### src/rtl/pr_bus_pkg.sv
// Shared types and constants for the processor-side device bus.
package pr_bus_pkg;

  typedef enum logic [1:0] {
    ST_IDLE   = 2'd0,
    ST_ACCESS = 2'd1,
    ST_RESP   = 2'd2
  } state_t;

  localparam logic OWN_CPU = 1'b0;
  localparam logic OWN_DMA = 1'b1;

  // Default device windows, also used by the timer bridge and the MEM-stage range compare
  localparam logic [31:0] DEF_T0_BASE   = 32'h0000_7F00;
  localparam logic [31:0] DEF_T1_BASE   = 32'h0000_7F10;
  localparam int          DEF_WIN_BYTES = 12;

  localparam int CNT_W = 4;

  function automatic logic [31:0] word_align(input logic [31:0] addr);
    return {addr[31:2], 2'b00};
  endfunction

endpackage

### src/rtl/pr_addr_decode.sv
// Combinational Timer0/Timer1 window decode. Misaligned or out-of-window
// addresses report err; if windows ever overlap, dev0 takes priority.
module pr_addr_decode import pr_bus_pkg::*; #(
  parameter logic [31:0] T0_BASE   = DEF_T0_BASE,
  parameter logic [31:0] T1_BASE   = DEF_T1_BASE,
  parameter int          WIN_BYTES = DEF_WIN_BYTES
) (
  input  logic [31:0] addr,
  output logic        sel0,
  output logic        sel1,
  output logic        err
);

  // 33-bit compares so a window near the top of the map cannot wrap
  localparam logic [32:0] T0_LO = {1'b0, T0_BASE};
  localparam logic [32:0] T1_LO = {1'b0, T1_BASE};
  localparam logic [32:0] T0_HI = T0_LO + 33'(WIN_BYTES);
  localparam logic [32:0] T1_HI = T1_LO + 33'(WIN_BYTES);

  logic [32:0] addr_x;
  logic        aligned;
  logic        in_t0;
  logic        in_t1;

  assign addr_x  = {1'b0, addr};
  assign aligned = (addr[1:0] == 2'b00);
  assign in_t0   = (addr_x >= T0_LO) && (addr_x < T0_HI);
  assign in_t1   = (addr_x >= T1_LO) && (addr_x < T1_HI);

  assign sel0 = aligned & in_t0;
  assign sel1 = aligned & in_t1 & ~in_t0;
  assign err  = ~(sel0 | sel1);

endmodule

### src/rtl/pr_bus_arbiter.sv
// Two-master (CPU / DMA) arbiter and fixed-latency access sequencer for the
// Timer0/Timer1 register windows.
//
//   state     | meaning
//   ----------+--------------------------------------------------------
//   ST_IDLE   | arbitrate; decode errors jump straight to ST_RESP
//   ST_ACCESS | counter runs WAIT_CYCLES..1; strobe/capture when it is 1
//   ST_RESP   | one-cycle done pulse to the owner, then back to ST_IDLE
module pr_bus_arbiter import pr_bus_pkg::*; #(
  parameter int          WAIT_CYCLES = 1,
  parameter logic [31:0] T0_BASE     = DEF_T0_BASE,
  parameter logic [31:0] T1_BASE     = DEF_T1_BASE,
  parameter int          WIN_BYTES   = DEF_WIN_BYTES
) (
  input  logic        clk,
  input  logic        reset,
  input  logic        cpu_req,
  input  logic        cpu_we,
  input  logic [31:0] cpu_addr,
  input  logic [31:0] cpu_wdata,
  input  logic        cpu_kill,
  output logic        cpu_stall,
  output logic        cpu_done,
  output logic        cpu_err,
  output logic [31:0] cpu_rdata,
  input  logic        dma_req,
  input  logic        dma_we,
  input  logic [31:0] dma_addr,
  input  logic [31:0] dma_wdata,
  output logic        dma_done,
  output logic        dma_err,
  output logic [31:0] dma_rdata,
  output logic [31:0] dev_addr,
  output logic [31:0] dev_wd,
  output logic        dev_we0,
  output logic        dev_we1,
  input  logic [31:0] dev_rd0,
  input  logic [31:0] dev_rd1
);

  localparam logic [CNT_W-1:0] CNT_LOAD = CNT_W'(WAIT_CYCLES);

  state_t           state;
  logic [CNT_W-1:0] cnt;
  logic             owner;
  logic             last_grant;
  logic             we_q;
  logic [31:0]      addr_q;

  logic        cpu_valid;
  logic        dma_valid;
  logic        grant;
  logic        win;
  logic        win_we;
  logic [31:0] win_addr;
  logic [31:0] win_wdata;
  logic [31:0] dec_addr;
  logic        sel0;
  logic        sel1;
  logic        dec_err;
  logic [31:0] rd_mux;

  assign cpu_valid = cpu_req & ~cpu_kill;
  assign dma_valid = dma_req;
  assign grant     = (state == ST_IDLE) & (cpu_valid | dma_valid);
  assign cpu_stall = cpu_req & ~cpu_kill & ~cpu_done;

  // Round-robin pick: on a tie the master not granted last time wins
  always_comb begin
    win = OWN_CPU;
    if (cpu_valid && dma_valid) win = (last_grant == OWN_DMA) ? OWN_CPU : OWN_DMA;
    else if (dma_valid)         win = OWN_DMA;
  end

  assign win_we    = (win == OWN_DMA) ? dma_we    : cpu_we;
  assign win_addr  = (win == OWN_DMA) ? dma_addr  : cpu_addr;
  assign win_wdata = (win == OWN_DMA) ? dma_wdata : cpu_wdata;

  // In IDLE the decode must see the incoming address so an error can skip ACCESS
  assign dec_addr = (state == ST_IDLE) ? win_addr : addr_q;
  assign rd_mux   = sel1 ? dev_rd1 : dev_rd0;

  pr_addr_decode #(
    .T0_BASE   (T0_BASE),
    .T1_BASE   (T1_BASE),
    .WIN_BYTES (WIN_BYTES)
  ) u_decode (
    .addr (dec_addr),
    .sel0 (sel0),
    .sel1 (sel1),
    .err  (dec_err)
  );

  // Access sequencer; strobes are registered so they land on the counter==1 cycle
  always_ff @(posedge clk or negedge reset) begin
    if (!reset) begin
      state      <= ST_IDLE;
      cnt        <= '0;
      owner      <= OWN_CPU;
      last_grant <= OWN_DMA;
      we_q       <= 1'b0;
      addr_q     <= '0;
      dev_addr   <= '0;
      dev_wd     <= '0;
      dev_we0    <= 1'b0;
      dev_we1    <= 1'b0;
      cpu_done   <= 1'b0;
      cpu_err    <= 1'b0;
      cpu_rdata  <= '0;
      dma_done   <= 1'b0;
      dma_err    <= 1'b0;
      dma_rdata  <= '0;
    end else begin
      dev_we0  <= 1'b0;
      dev_we1  <= 1'b0;
      cpu_done <= 1'b0;
      dma_done <= 1'b0;
      case (state)
        ST_IDLE: begin
          if (grant) begin
            owner      <= win;
            last_grant <= win;
            we_q       <= win_we;
            addr_q     <= win_addr;
            dev_addr   <= word_align(win_addr);
            dev_wd     <= win_wdata;
            if (dec_err) begin
              state <= ST_RESP;
              cnt   <= '0;
              if (win == OWN_CPU) begin
                cpu_done  <= 1'b1;
                cpu_err   <= 1'b1;
                cpu_rdata <= '0;
              end else begin
                dma_done  <= 1'b1;
                dma_err   <= 1'b1;
                dma_rdata <= '0;
              end
            end else begin
              state <= ST_ACCESS;
              cnt   <= CNT_LOAD;
              if (WAIT_CYCLES == 1) begin
                dev_we0 <= win_we & sel0;
                dev_we1 <= win_we & sel1;
              end
            end
          end
        end
        ST_ACCESS: begin
          if (cnt == CNT_W'(1)) begin
            state <= ST_RESP;
            cnt   <= '0;
            if (owner == OWN_CPU) begin
              cpu_done <= 1'b1;
              cpu_err  <= 1'b0;
              if (!we_q) cpu_rdata <= rd_mux;
            end else begin
              dma_done <= 1'b1;
              dma_err  <= 1'b0;
              if (!we_q) dma_rdata <= rd_mux;
            end
          end else begin
            cnt <= cnt - CNT_W'(1);
            if (cnt == CNT_W'(2)) begin
              dev_we0 <= we_q & sel0;
              dev_we1 <= we_q & sel1;
            end
          end
        end
        ST_RESP: state <= ST_IDLE;
        default: state <= ST_IDLE;
      endcase
    end
  end

endmodule

### config.mk
export PLATFORM = sky130hd
export DESIGN_NAME = pr_bus_arbiter
export DESIGN_NICKNAME = d
export VERILOG_FILES = /design/src/rtl/pr_bus_pkg.sv /design/src/rtl/pr_addr_decode.sv /design/src/rtl/pr_bus_arbiter.sv
export SDC_FILE = /design/constraint.sdc
export NUM_CORES = 1
export LEC_CHECK = 0
export ABC_AREA = 0
export BUFFER_PORTS_ARGS = -buffer_cell sky130_fd_sc_hd__clkbuf_2
export CORE_ASPECT_RATIO = 1.1
export CORE_MARGIN = 4
export CORE_UTILIZATION = 43
export CTS_BUF_LIST = sky130_fd_sc_hd__clkbuf_4 sky130_fd_sc_hd__clkbuf_8 sky130_fd_sc_hd__clkbuf_16
export CTS_CLUSTER_DIAMETER = 60
export DETAILED_ROUTE_END_ITERATION = 8
export MAX_ROUTING_LAYER = met4
export PLACE_DENSITY = 0.77
export SLEW_MARGIN = 20
export SYNTH_ARGS = -nofsm -noshare
export SYNTH_HDL_FRONTEND = slang
export SYNTH_SLANG_ARGS = --single-unit
### constraint.sdc
create_clock -name clk -period 2.4 [get_ports clk]
set_input_delay 0.24 -clock clk [delete_from_list [all_inputs] [get_ports clk]]
set_output_delay 0.24 -clock clk [all_outputs]
set_load 0.02 [all_outputs]
==> impl_metrics.yaml, run 1 <==
run_status:
  outcome: "complete, but fails checks"
  violations: "setup timing"
logic_synthesis:
  ys_ff_latch: 143
  synth_mux_area_share_pct: 8.78
  dominantRegCellSynth: "dfrtp_1"
  synth_xor_area_share_pct: 0
  synth_cell_types: 48
  synth_edf_count: 0
  synth_simple_gate_area_share_pct: 16.7
  synthCells: 754
  synth_top_family_by_area: "compound AO/OA/AOI/OAI gates"
  ys_warn_count: 0
  synthArstFlopShare_pct: 100
  yosysSeqAreaShare_pct: 49.1
  synth_compound_area_share_pct: 17.8
  syn_avg_cell_area_um2: 9.67
  synth_adder_area_share_pct: 0.515
  synth_area_um2: 7290
global_routing:
  grt_pass1_vias: 7113
  antenna_found_initial: 2
  grt.total_usage_pct: 25.4
  grt_max_degree: 144
  grt_pass1_wl_mm: 37.6
  grt_overflow_total: 0
finish:
  stdcell_count: 1292
  final_cell_mix: "clkbuf_2 (330), dfrtp_1 (142), nand2_1 (132)"
  finalCoreUtilization_pct: 61.5
  finalNetCount: 1275
  multi_input_area_um2: 3320
  drive_above_1_share_pct: 40.8
  stdcell_area_um2: 10100
  nFillCells: 1379
  area_delta_synth_final_pct: 39.1
  layout_commonest_cell: "clkbuf_2"
  seq_area_um2: 3580
pwr:
  total_power_uw: 7100
  power_frac_seq_pct: 39.5
  p_int_uw: 4940
  p_per_area_nw_per_um2: 700
  peakVddDrop_uv: 535
  clockPowerShare_pct: 39.7
  p_leak_uw: 0.00536
  netSwitchingFraction_pct: 30.4
  p_switching_uw: 2160
  combinationalPowerShare_pct: 20.8
min_path:
  hp-class: "in -> reg"
  whs_endpoint: "cpu_rdata[16]"
  hold_start: "dev_rd1[16]"
  hold_depth: 2
critical_path:
  slowest_stage: "or4_4"
  worstPathArrival_ns: 2.90
  endpoint_kind: "flip-flop"
  path_class: "reg -> reg"
  r2r_cells: 8
  startpoint: "addr_q[19]"
  r2r-start: "addr_q[19]"
  worst_ep_required_time_ns: 2.75
  cpLargestDelayFamily: "simple AND/OR/NAND/NOR gates"
  crit_buf_inv: 2
  path_max_fanout: 14
  reg2reg_to: "cpu_rdata[30]"
  start_kind: "flip-flop"
  reg2reg_setup_slack_ns: -0.15
  crit_path_cell_trace: "or4_4 -> a2111oi_4 -> nand4_1 -> buf_4 -> a32oi_4 -> and3_4 -> buf_12 -> a221o_1"
  cp_slowest_stage_delay_ns: 0.55
detailed_routing:
  routedWlPerCell_um: 19.2
  drtIter0Drc: 664
  ant_nets: 0
  dr.pass1.iters: 5
  wirelength_mm: 24.8
  vias: 7290
  viasPerCell: 5.64
  drc: 0
clock_network:
  cts_root_buffer: "clkbuf_16"
  cts_tree: "built"
  clk_pin_slew_ns: 0.07
  cts_buffer_depth: 2
  cts_buffers: 17
  clock_sinks: 143
  htreeDepth: 4
  clk_latency_ns: 0.42
timing:
  rsz0062_at_grt: "true"
  worst_pin_slew_ns: 0.780
  clock-skew-final_ns: 0.0157
  fin_ws_ns: -0.148
  hold_violations: 0
  fin_crit_sh_pct: 106
  drv_slew: 0
  max_slew_margin_pct: 48.0
  setup_violations: 45
  fmax_mhz: 392
  setup-tns-final_ns: -4.46
  finalCriticalPeriod_ns: 2.55
placed_design:
  detailed_place.area_um2: 9300
  numPortBuffers: 331
  placedCellCount: 1249
  dp_hpwl_mm: 17.9
  place_congestion: 0.933
die:
  initial_core_util_pct: 44.2
  num_rows: 49
  core_um2: 16500
  ios: 334
  die_area_um2: 19100
  fp.dieW_um: 132
  die_h_um: 145
job:
  max-cap-violations: 0
-- final cells by class --
type	instances	share of cell area, %
diodes	2	0.0493
well taps	204	2.51
clock buffers	19	4.34
clock inverters	13	1.85
repair buffers	394	23.2
multi-input cells	514	32.7
flip-flops and latches	143	35.3
inverters	3	0.111
-- how the worst max path moves through the flow --
| stage | slack, ns | cells past startpoint | to |
|---|---|---|---|
| after floorplan | 0.002 | 7 | cpu_rdata[0] |
| after global placement | -0.46 | 9 | cpu_rdata[26] |
| after detailed placement | -0.41 | 9 | cpu_rdata[25] |
| after CTS | -0.14 | 8 | dma_rdata[0] |
| after global routing | -0.26 | 8 | cpu_rdata[17] |
| final | -0.15 | 8 | cpu_rdata[30] |
-- metrics by stage --
stage,hold WS (ns),worst slack (ns)
6_report,0.0607,-0.148
4_1_cts,0.0500,-0.138
3_5_place_dp,0.428,-0.413
3_3_place_gp,0.426,-0.463
2_1_floorplan,-0.0556,0.00190
5_1_grt,0.0652,-0.259
-- repair_timing --
| item | 4_1_cts | 5_1_grt |
|---|---|---|
| pin swaps | 11 | 35 |
| gates cloned | 0 | 3 |
| hold buffers | 1 | 0 |
| gates resized for setup | 6 | 17 |
| endpoints found under the setup margin | 73 | 72 |
| endpoints found under the hold margin | 72 | 0 |
| setup buffers | 4 | 1 |
-- cell families after synthesis --
logic type,after synthesis
fa+ha+maj,3
compound gates,189
other cells,1
buf+inv,98
mux,64
simple gates,256
flops,143
-- routing by layer --
metal | routed length, um | global-route usage (%) | vias up | part of all wire, %
li1 | - | - | 3392 | -
met1 | 10000 | 32.1 | 3461 | 40
met2 | 12300 | 41.4 | 364 | 50
met3 | 1690 | 4.56 | 73 | 6.8
met4 | 767 | 9.74 | 0 | 3.1
met5 | 0 | - | - | 0
-- registers in the layout, summed over array words and instances (netlist names), 2 cells and up --
name	flops
addr_q	32
cpu_rdata	32
dev_wd	32
dma_rdata	32
cnt	4
state	2
-- power by group through the flow --
stage	Clock [uW]	Combinational, uW	Sequential (uW)
2_1_floorplan	0	761	2940
3_3_place_gp	0	1450	2830
3_5_place_dp	0	1470	2830
4_1_cts	2850	1480	2800
5_1_grt	2970	1600	2830
6_report	2820	1480	2800
-- worst reg2reg max path, stage by stage (launching register included) --
cell       delay [ns]
dfrtp_1          0.38
or4_4            0.56
a2111oi_4        0.24
nand4_1          0.20
buf_4            0.19
a32oi_4          0.26
and3_4           0.31
buf_12           0.17
a221o_1          0.18
-- synth_stat cells, types with 2 or more instances --
cell type	number	share of area [%]
dfrtp_1	142	49
inv_1	3	0.15
nor2_1	8	0.41
ha_1	3	0.51
nand2b_1	2	0.17
nor4_1	7	0.60
nand2_1	133	6.8
o211ai_1	33	3.4
a32o_1	2	0.27
a21o_1	2	0.21
nand3_1	38	2.6
a21oi_1	29	2.0
o21ba_2	2	0.27
clkbuf_1	45	2.3
or3_1	3	0.26
or4_1	4	0.41
nor2b_1	3	0.26
a211oi_1	2	0.21
buf_2	11	0.75
buf_1	4	0.21
nand4_1	39	3.3
o211a_1	7	0.96
mux2i_1	64	8.8
a221o_1	32	4.4
o21a_1	2	0.21
nor3_1	9	0.62
o21ai_0	70	4.8
buf_4	35	3.6
(Power assumes the default switching activity.)
==> inputs of run 2 (changes only) <==
--- a/config.mk
+++ b/config.mk
@@ -13,8 +13,10 @@
 export CTS_BUF_LIST = sky130_fd_sc_hd__clkbuf_4 sky130_fd_sc_hd__clkbuf_8 sky130_fd_sc_hd__clkbuf_16
 export CTS_CLUSTER_DIAMETER = 60
 export DETAILED_ROUTE_END_ITERATION = 8
+export GPL_TIMING_DRIVEN = 0
 export MAX_ROUTING_LAYER = met4
 export PLACE_DENSITY = 0.77
+export SETUP_SLACK_MARGIN = 0.1
 export SLEW_MARGIN = 20
 export SYNTH_ARGS = -nofsm -noshare
 export SYNTH_HDL_FRONTEND = slang
==> run 2 against run 1 <==
  * The run still ends with setup timing left
  * Utilization rose by 0.97 points
  * Sequential share of layout area fell by 0.55 points
  * Register-to-register slack improved by 0.03 ns
  * Clock power fell by 6%
  * Via count rose by 3.8%
  * Setup slack improved by 0.031 ns
  * Global-route usage rose by 2.0 points
  * Power rose by 0.39%
  * Fmax rose by 1.3%
  * Sequential power barely moved
  * Die area did not move
  * Critical path type unchanged
  * Highest routed layer unchanged
==> impl_metrics.yaml, run 2 (same netlist as run 1, synthesis figures left out) <==
critical_path:
  endpoint_kind: "flip-flop"
  path_max_fanout: 10
  crit_end: "dma_rdata[30]"
  r2r_cells: 8
  startpoint: "addr_q[18]"
  path_class: "reg -> reg"
  reg2reg_to: "dma_rdata[30]"
  r2r-start: "addr_q[18]"
  worstPathArrival_ns: 2.81
  start_kind: "flip-flop"
  worst_ep_required_time_ns: 2.70
  reg2reg_setup_slack_ns: -0.12
timing:
  clock-skew-final_ns: 0.00666
  max_slew_margin_pct: 60.6
  worst_pin_slew_ns: 0.587
  finalCriticalPeriod_ns: 2.52
  setup_violations: 61
  hold_violations: 0
  fin_ws_ns: -0.116
  rsz0062_at_grt: "true"
  fin_crit_sh_pct: 105
  fmax_mhz: 397
  setup-tns-final_ns: -3.82
  drv_slew: 0
  hold_ws_ns: 0.0715
finish:
  finalNetCount: 1326
  stdcell_count: 1342
  layout_commonest_cell: "clkbuf_2"
  drive_above_1_share_pct: 43.4
  area_delta_synth_final_pct: 41.3
  seq_area_um2: 3580
  finalCoreUtilization_pct: 62.5
  nFillCells: 1392
  final_cell_mix: "clkbuf_2 (351), dfrtp_1 (142), nand2_1 (130)"
  stdcell_area_um2: 10300
  multi_input_area_um2: 3360
job:
  max-cap-violations: 0
detailed_routing:
  vias: 7566
  wirelength_mm: 26.1
  drtIter0Drc: 533
  ant_nets: 0
  viasPerCell: 5.64
  dr.pass1.iters: 5
  routedWlPerCell_um: 19.5
  drc: 0
placed_design:
  place_congestion: 0.900
  placedCellCount: 1290
  dp_hpwl_mm: 19.8
  detailed_place.area_um2: 9290
  numPortBuffers: 330
die:
  initial_core_util_pct: 44.2
  ios: 334
  fp.dieW_um: 132
  num_rows: 49
  die_area_um2: 19100
  die_h_um: 145
  core_um2: 16500
clock_network:
  clk_pin_slew_ns: 0.06
  cts_buffers: 17
  cts_root_buffer: "clkbuf_16"
  htreeDepth: 4
  clock_sinks: 143
  cts_tree: "built"
  cts_buffer_depth: 2
  clk_latency_ns: 0.42
global_routing:
  grt_overflow_total: 0
  antenna_found_initial: 1
  grt.total_usage_pct: 27.5
  grt_pass1_vias: 7541
  grt_pass1_wl_mm: 40.4
  grt_max_degree: 93
run_status:
  violations: "setup timing"
  outcome: "complete, but fails checks"
pwr:
  p_leak_uw: 0.00550
  p_per_area_nw_per_um2: 691
  peakVddDrop_uv: 480
min_path:
  hp-class: "in -> reg"
  hold_depth: 2
[run 2: layer usage]
metal  global-route usage [%]  routed length (um)  vias up
met1                     33.2               10200     3621
met3                     5.50                1970       59
met2                     46.7               13200      385
li1                         -                   -     3501
met4                     9.08                 682        0
met5                        -                   0        -
[run 2: power breakdown]
| group | total [uW] | internal (uW) | switching, uW |
|---|---|---|---|
| clock network | 2660 | 1570 | 1090 |
| registers | 2810 | 2640 | 167 |
| logic | 1660 | 642 | 1020 |
| total | 7130 | 4860 | 2270 |
[run 2: area by class of cell]
| cell class | count | share of cell area (%) |
|---|---|---|
| buffer | 94 | 6.36 |
| multi-input combinational | 514 | 32.5 |
| antenna | 1 | 0.0243 |
| tap | 204 | 2.48 |
| clock inverter | 14 | 1.49 |
| timing repair buffer | 351 | 18.0 |
| clock buffer | 18 | 4.26 |
| inverter | 3 | 0.109 |
| sequential | 143 | 34.7 |
[run 2: per-stage QoR]
stage	setup WS, ns	power, uW
finish	-0.116	7130
global route	-0.220	7430
CTS	-0.126	7120
detailed placement	-0.616	4410
global placement	-1.33	4380
floorplan	0.0899	3710
[run 2: how the worst min path moves through the flow]
stage	startpoint	endpoint	slack, ns
4_1_cts	dev_rd1[1]	cpu_rdata[1]	0.05
5_1_grt	dev_rd1[14]	cpu_rdata[14]	0.06
3_5_place_dp	reset	addr_q[9]	0.22
6_report	dev_rd1[1]	cpu_rdata[1]	0.07
3_3_place_gp	dma_rdata[8]	dma_rdata[8]	0.46
2_1_floorplan	reset	addr_q[0]	-0.06
[run 2: repair_timing]
action	4_1_cts	5_1_grt
gates resized for setup	60	46
hold buffers	1	0
endpoints found under the hold margin	51	0
setup endpoints to repair	138	130
gates cloned	0	0
buffers inserted	10	9
pin swaps	19	18
[run 2: worst max-delay path: stages (launching register included)]
cell and delay [ns]:
dfrtp_1 0.40, or4_4 0.55, a2111oi_4 0.21, nand4_1 0.23, a32o_2 0.36, buf_6 0.16
buf_4 0.18, o211ai_1 0.21, nand3_1 0.11
